## config.mk

```make
export PLATFORM = sky130hd
export DESIGN_NAME = loom_scan_deser
export DESIGN_NICKNAME = d
export VERILOG_FILES = /design/src/rtl/loom_scan_deser.sv
export SDC_FILE = /design/constraint.sdc
export NUM_CORES = 1
export LEC_CHECK = 0
export ABC_AREA = 1
export CAP_MARGIN = 20
export CORE_UTILIZATION = 49
export CTS_CLUSTER_SIZE = 14
export DETAILED_ROUTE_END_ITERATION = 8
export GPL_TIMING_DRIVEN = 0
export PLACE_DENSITY = 0.67
export RECOVER_POWER = 100
export SYNTH_ARGS = -nofsm -noshare
export SYNTH_HDL_FRONTEND = slang
export SYNTH_SLANG_ARGS = --single-unit
```

## constraint.sdc

```tcl
create_clock -name clk_i -period 6.88 [get_ports clk_i]
set_clock_uncertainty 0.05 [all_clocks]
set_input_delay 0.688 -clock clk_i [delete_from_list [all_inputs] [get_ports clk_i]]
set_output_delay 0.688 -clock clk_i [all_outputs]
set_load 0.01 [all_outputs]
```

## src/rtl/loom_scan_deser.sv

```systemverilog
// Packs an MSB-first serial scan capture into WordWidth-bit words and queues them for host readout.
// Latency: last bit edge to rd_valid_o is 1 cycle; scan_done_i to done_o is 2 cycles.
// Backpressure: host side is valid/ready; the serial side cannot stall, so words arriving on a full FIFO are dropped and overflow_o is set.
module loom_scan_deser #(
    parameter int WordWidth = 32,
    parameter int FifoDepth = 8
) (
    input  logic                 clk_i,
    input  logic                 rst_ni,
    input  logic                 start_i,
    input  logic                 scan_in_i,
    input  logic                 scan_valid_i,
    input  logic                 scan_done_i,
    output logic                 rd_valid_o,
    output logic [WordWidth-1:0] rd_data_o,
    input  logic                 rd_ready_i,
    output logic [31:0]          bit_count_o,
    output logic                 overflow_o,
    output logic                 busy_o,
    output logic                 done_o
);
    localparam int AW = $clog2(FifoDepth);
    localparam int CW = $clog2(WordWidth);
    localparam logic [CW:0] WL = (CW+1)'(WordWidth);

    typedef enum logic [1:0] {IDLE, COLLECT, FLUSH, DONE} state_t;

    state_t                 state_q, state_d;
    logic [WordWidth-1:0]   shreg_q;
    logic [CW-1:0]          pcnt_q;
    logic [31:0]            bit_count_q;
    logic                   overflow_q;
    logic [AW:0]            wr_ptr_q, rd_ptr_q;
    logic [WordWidth-1:0]   mem [FifoDepth];

    logic                   take, last_bit, push, pop, full, wr_en;
    logic [WordWidth-1:0]   push_word;
    logic [CW:0]            pad_sh;

    assign take     = !start_i && (state_q == COLLECT) && scan_valid_i;
    assign last_bit = (pcnt_q == CW'(WordWidth - 1));
    assign pad_sh   = WL - {1'b0, pcnt_q};

    always_ff @(posedge clk_i or negedge rst_ni) begin
        if (!rst_ni) state_q <= IDLE;
        else         state_q <= state_d;
    end

    always_comb begin
        state_d   = state_q;
        push      = 1'b0;
        push_word = '0;
        if (start_i) begin
            state_d = COLLECT;
        end else begin
            case (state_q)
                COLLECT: begin
                    // A bit arriving alongside scan_done_i still completes its word.
                    if (scan_valid_i && last_bit) begin
                        push      = 1'b1;
                        push_word = {shreg_q[WordWidth-2:0], scan_in_i};
                    end
                    if (scan_done_i) state_d = FLUSH;
                end
                FLUSH: begin
                    if (pcnt_q != '0) begin
                        push      = 1'b1;
                        push_word = shreg_q << pad_sh;
                    end
                    state_d = DONE;
                end
                default: ;
            endcase
        end
    end

    always_ff @(posedge clk_i or negedge rst_ni) begin
        if (!rst_ni) begin
            shreg_q     <= '0;
            pcnt_q      <= '0;
            bit_count_q <= '0;
        end else if (start_i) begin
            shreg_q     <= '0;
            pcnt_q      <= '0;
            bit_count_q <= '0;
        end else if (take) begin
            shreg_q <= {shreg_q[WordWidth-2:0], scan_in_i};
            pcnt_q  <= last_bit ? '0 : pcnt_q + CW'(1);
            if (bit_count_q != '1) bit_count_q <= bit_count_q + 32'd1;
        end else if (state_q == FLUSH) begin
            pcnt_q <= '0;
        end
    end

    assign rd_valid_o = (wr_ptr_q != rd_ptr_q);
    assign full  = (wr_ptr_q[AW] != rd_ptr_q[AW]) && (wr_ptr_q[AW-1:0] == rd_ptr_q[AW-1:0]);
    assign pop   = rd_valid_o && rd_ready_i;
    // A pop on the same edge frees the slot, so a full FIFO still accepts.
    assign wr_en = push && (!full || pop);

    always_ff @(posedge clk_i or negedge rst_ni) begin
        if (!rst_ni) begin
            wr_ptr_q   <= '0;
            rd_ptr_q   <= '0;
            overflow_q <= 1'b0;
        end else if (start_i) begin
            wr_ptr_q   <= '0;
            rd_ptr_q   <= '0;
            overflow_q <= 1'b0;
        end else begin
            if (wr_en) wr_ptr_q <= wr_ptr_q + 1'b1;
            if (pop)   rd_ptr_q <= rd_ptr_q + 1'b1;
            if (push && full && !pop) overflow_q <= 1'b1;
        end
    end

    always_ff @(posedge clk_i) begin
        if (!start_i && wr_en) mem[wr_ptr_q[AW-1:0]] <= push_word;
    end

    assign rd_data_o   = rd_valid_o ? mem[rd_ptr_q[AW-1:0]] : '0;
    assign bit_count_o = bit_count_q;
    assign overflow_o  = overflow_q;
    assign busy_o      = (state_q == COLLECT) || (state_q == FLUSH);
    assign done_o      = (state_q == DONE);

endmodule

```

==> results.sh <==
export IMPL_outcome="finished, violations left"
export IMPL_violations="capacitance limit, slew limit"
export IMPL_busiest_layer="met2"
export IMPL_fin_setup_tns_ps=0
export IMPL_yosysTopAreaCell="edfxtp_1"
export IMPL_final_layout_size_suffix_gt1_share_pct=6.16
export IMPL_dp_hpwl_um=34500
export IMPL_io_pins=75
export IMPL_cts_tree="built"
export IMPL_synth_area_leaders="edfxtp_1 47%, dfrtp_1 12%, nor2_1 7.9%"
export IMPL_r2r_slack_ps=1740
export IMPL_crit_fanout=11
export IMPL_syn2layout_area_growth_pct=15.2
export IMPL_overflow=0
export IMPL_leakagePower_nw=7.08
export IMPL_initial_core_util_pct=50.1
export IMPL_reg2reg_depth=16
export IMPL_htree_levels=2
export IMPL_r2r_start="pcnt_q[0]$_DFFE_PN0P_"
export IMPL_antenna_left=0
export IMPL_yosys_warnings=0
export IMPL_grt_use_met1_pct=38.6
export IMPL_critical_path_class="flip-flop to flip-flop"
export IMPL_cts_sinks=336
export IMPL_met2_usage_pct=47.1
export IMPL_grt_pass1_vias=13200
export IMPL_clkTransAtPathRegs_ps=60
export IMPL_grt_use_total_pct=28.4
export IMPL_hold_buffers=0
export IMPL_finalInstanceArea_sq_um=18900
export IMPL_grt_start_max_net_pins=60
export IMPL_maxCapViolCount=3
export IMPL_synth_cell_types=40
export IMPL_nets=1888
export IMPL_irDropWorstVdd_uv=173
export IMPL_r2r_end="mem[7][13]$_DFFE_PP_"
export IMPL_clockPowerShare_pct=38.5
export IMPL_synth_area_sq_um=16400
export IMPL_start_kind="flip-flop"
export IMPL_setup_worst_path_end_class="flip-flop"
export IMPL_rows=66
export IMPL_drt_iter0_drc=1279
export IMPL_die_w_um=185
export IMPL_hold_viol=0
export IMPL_cts_buffers_inserted=37
export IMPL_synth_avg_cell_area_sq_um=9.41
export IMPL_synth_edff_count=256
export IMPL_n_fill_cell=2905
export IMPL_required_ps=7060
export IMPL_synthTopCellsByCount="344 x nor2_1, 305 x nand2_1, 256 x edfxtp_1"
export IMPL_ctsLongestPathBuffers=3
export IMPL_hp_class="input pin to asynchronous set/reset pin"
export IMPL_drt_wl_total_um=47800
export IMPL_post_cts_resized=0
export IMPL_antenna_found_initial=0
export IMPL_seqPwrFrac_pct=44.2
export IMPL_dieArea_sq_um=34200
export IMPL_postCtsSetupRepairBufs=0
export IMPL_dp_cells=2274
export IMPL_drc_errors=0
export IMPL_power_density_nw_per_um2=261
export IMPL_die_h_um=185
export IMPL_grt_pass1_wl_um=73900
export IMPL_place_port_buffers=73
export IMPL_synthCells=1742
export IMPL_via_count=13400
export IMPL_ys_flop_type="edfxtp_1"
export IMPL_place_congestion=0.972
export IMPL_slew_headroom_pct=-109
export IMPL_syn_nets=1759
export IMPL_fin_crit_ps=5140
export IMPL_yosysMostFrequentCell="nor2_1"
export IMPL_timing_final_crit_share_pct=74.7
export IMPL_vias_per_cell=5.74
export IMPL_clk_latency_ps=530
export IMPL_ys_ff_latch=336
export IMPL_grtUsageMet3_pct=3.62
export IMPL_fmax_mhz=194
export IMPL_async_reset_ff_share_pct=23.8
export IMPL_synthDominantCellAreaShare_pct=46.9
export IMPL_coreArea_sq_um=32700
export IMPL_first_pass_iters=6
export IMPL_diodes=0
export IMPL_slew_viol_final=90
export IMPL_seq_area_frac_synth_pct=59.1
export IMPL_post_drt_wl_per_cell_um=20.4
export IMPL_p_int_mw=3.54
export IMPL_p_sw_share_pct=28.2
export IMPL_stdcell_count=2342
export IMPL_root_buffer="clkbuf_16"
export IMPL_rsz0062_at_grt="false"
export IMPL_p_switching_mw=1.39
export IMPL_worstPathArrival_ps=5320
export IMPL_worstMarginPinSlew_ps=3130
export IMPL_dpl_cell_area_sq_um=18000
export IMPL_comb_power_share_pct=17.3
export IMPL_setup_viol=0
-- worst max-delay path, stage by stage (launching register included) --
cell      delay, ps
dfrtp_1         340
clkbuf_1        300
clkinv_1        140
clkbuf_1        300
clkbuf_1        330
ha_1            280
nand2_1         100
nor2_1           60
ha_1            170
nor2_1          120
o21ai_0         270
clkinv_1        150
nand2_1         200
nor3_1          580
clkbuf_1        590
clkbuf_1        600
buf_6           260
-- state kept, by name, summed over array words and instances (netlist names) --
name / count
bit_count_o: 32
mem: 256
overflow_o: 1
pcnt_q: 5
rd_ptr_q: 4
shreg_q: 32
state_q: 2
wr_ptr_q: 4
-- power groups by stage --
| stage | clock network, mW | logic [mW] | registers, mW |
|---|---|---|---|
| CTS | 1.93 | 0.878 | 2.18 |
| floorplan | 0 | 0.536 | 2.22 |
| global route | 2.01 | 0.931 | 2.18 |
| detailed placement | 0 | 0.872 | 2.22 |
| finish | 1.90 | 0.853 | 2.18 |
| global placement | 0 | 0.867 | 2.22 |
-- final cells by class --
class	instances	area [sq um]	area share (%)
clock buffers	49	992	5.25
inverters	100	380	2.01
multi-input cells	1203	5730	30.3
clock inverters	19	168	0.887
repair buffers	90	906	4.79
well taps	442	553	2.93
flip-flops and latches	336	9690	51.3
plain buffers	103	475	2.52
-- per-layer routing --
metal  part of all wire, %  up-vias
met3                   6.4      103
li1                      -     6311
met4                   3.0        0
met2                    47      542
met5                     0        -
met1                    43     6491
-- worst max path at each step --
stage                                        from                   end  slack, ps  cells after the start
after global routing        pcnt_q[0]$_DFFE_PN0P_  mem[7][13]$_DFFE_PP_       1380                     16
after floorplan             pcnt_q[0]$_DFFE_PN0P_   mem[3][0]$_DFFE_PP_       2480                     13
final                       pcnt_q[0]$_DFFE_PN0P_  mem[7][13]$_DFFE_PP_       1740                     16
after CTS                 rd_ptr_q[0]$_DFFE_PN0P_         rd_data_o[22]       2820                      9
after detailed placement             scan_valid_i  mem[1][13]$_DFFE_PP_       3200                      9
after global placement               scan_valid_i  mem[1][13]$_DFFE_PP_       -120                      7
-- metrics by stage --
| stage | hold slack (ps) | utilization (%) | total power, mW | setup slack (ps) |
|---|---|---|---|---|
| finish | 361 | 57.8 | 4.94 | 1740 |
| detailed placement | 431 | 55.0 | 3.09 | 3200 |
| floorplan | 342 | - | 2.75 | 2480 |
| global route | 461 | 57.8 | 5.12 | 1380 |
| global placement | 425 | 54.1 | 3.09 | -124 |
| CTS | 9.39 | 58.6 | 4.99 | 2820 |
-- cells in the final DEF, fill, tap and decap left out, types with 9 or more instances in the layout --
cell type / Yosys / routed
inv_1: 87 / 90
nor3_1: 20 / 20
o22ai_1: 32 / 32
o21ai_0: 111 / 125
clkbuf_1: 51 / 85
xor2_1: 11 / 11
dlygate4sd3_1: 0 / 67
edfxtp_1: 256 / 256
buf_2: 32 / 25
ha_1: 10 / 10
nand2_1: 305 / 311
a21oi_1: 20 / 21
buf_4: 11 / 9
clkbuf_16: 0 / 38
clkinv_1: 2 / 10
dfrtp_1: 80 / 80
nor2_1: 344 / 348
xnor2_1: 10 / 10
o32ai_1: 64 / 64
nand3_1: 217 / 217
-- cells by family after synthesis --
logic type | after synthesis | share of synthesized area, %
DFF | 336 | 59.1
adders and majority gates | 10 | 0.763
buffers and inverters | 203 | 5.55
AOI/OAI and AO/OA | 260 | 10.0
and+or+nand+nor | 912 | 23.4
xor gates and xnor gates | 21 | 1.12
(Power assumes the default switching activity.)
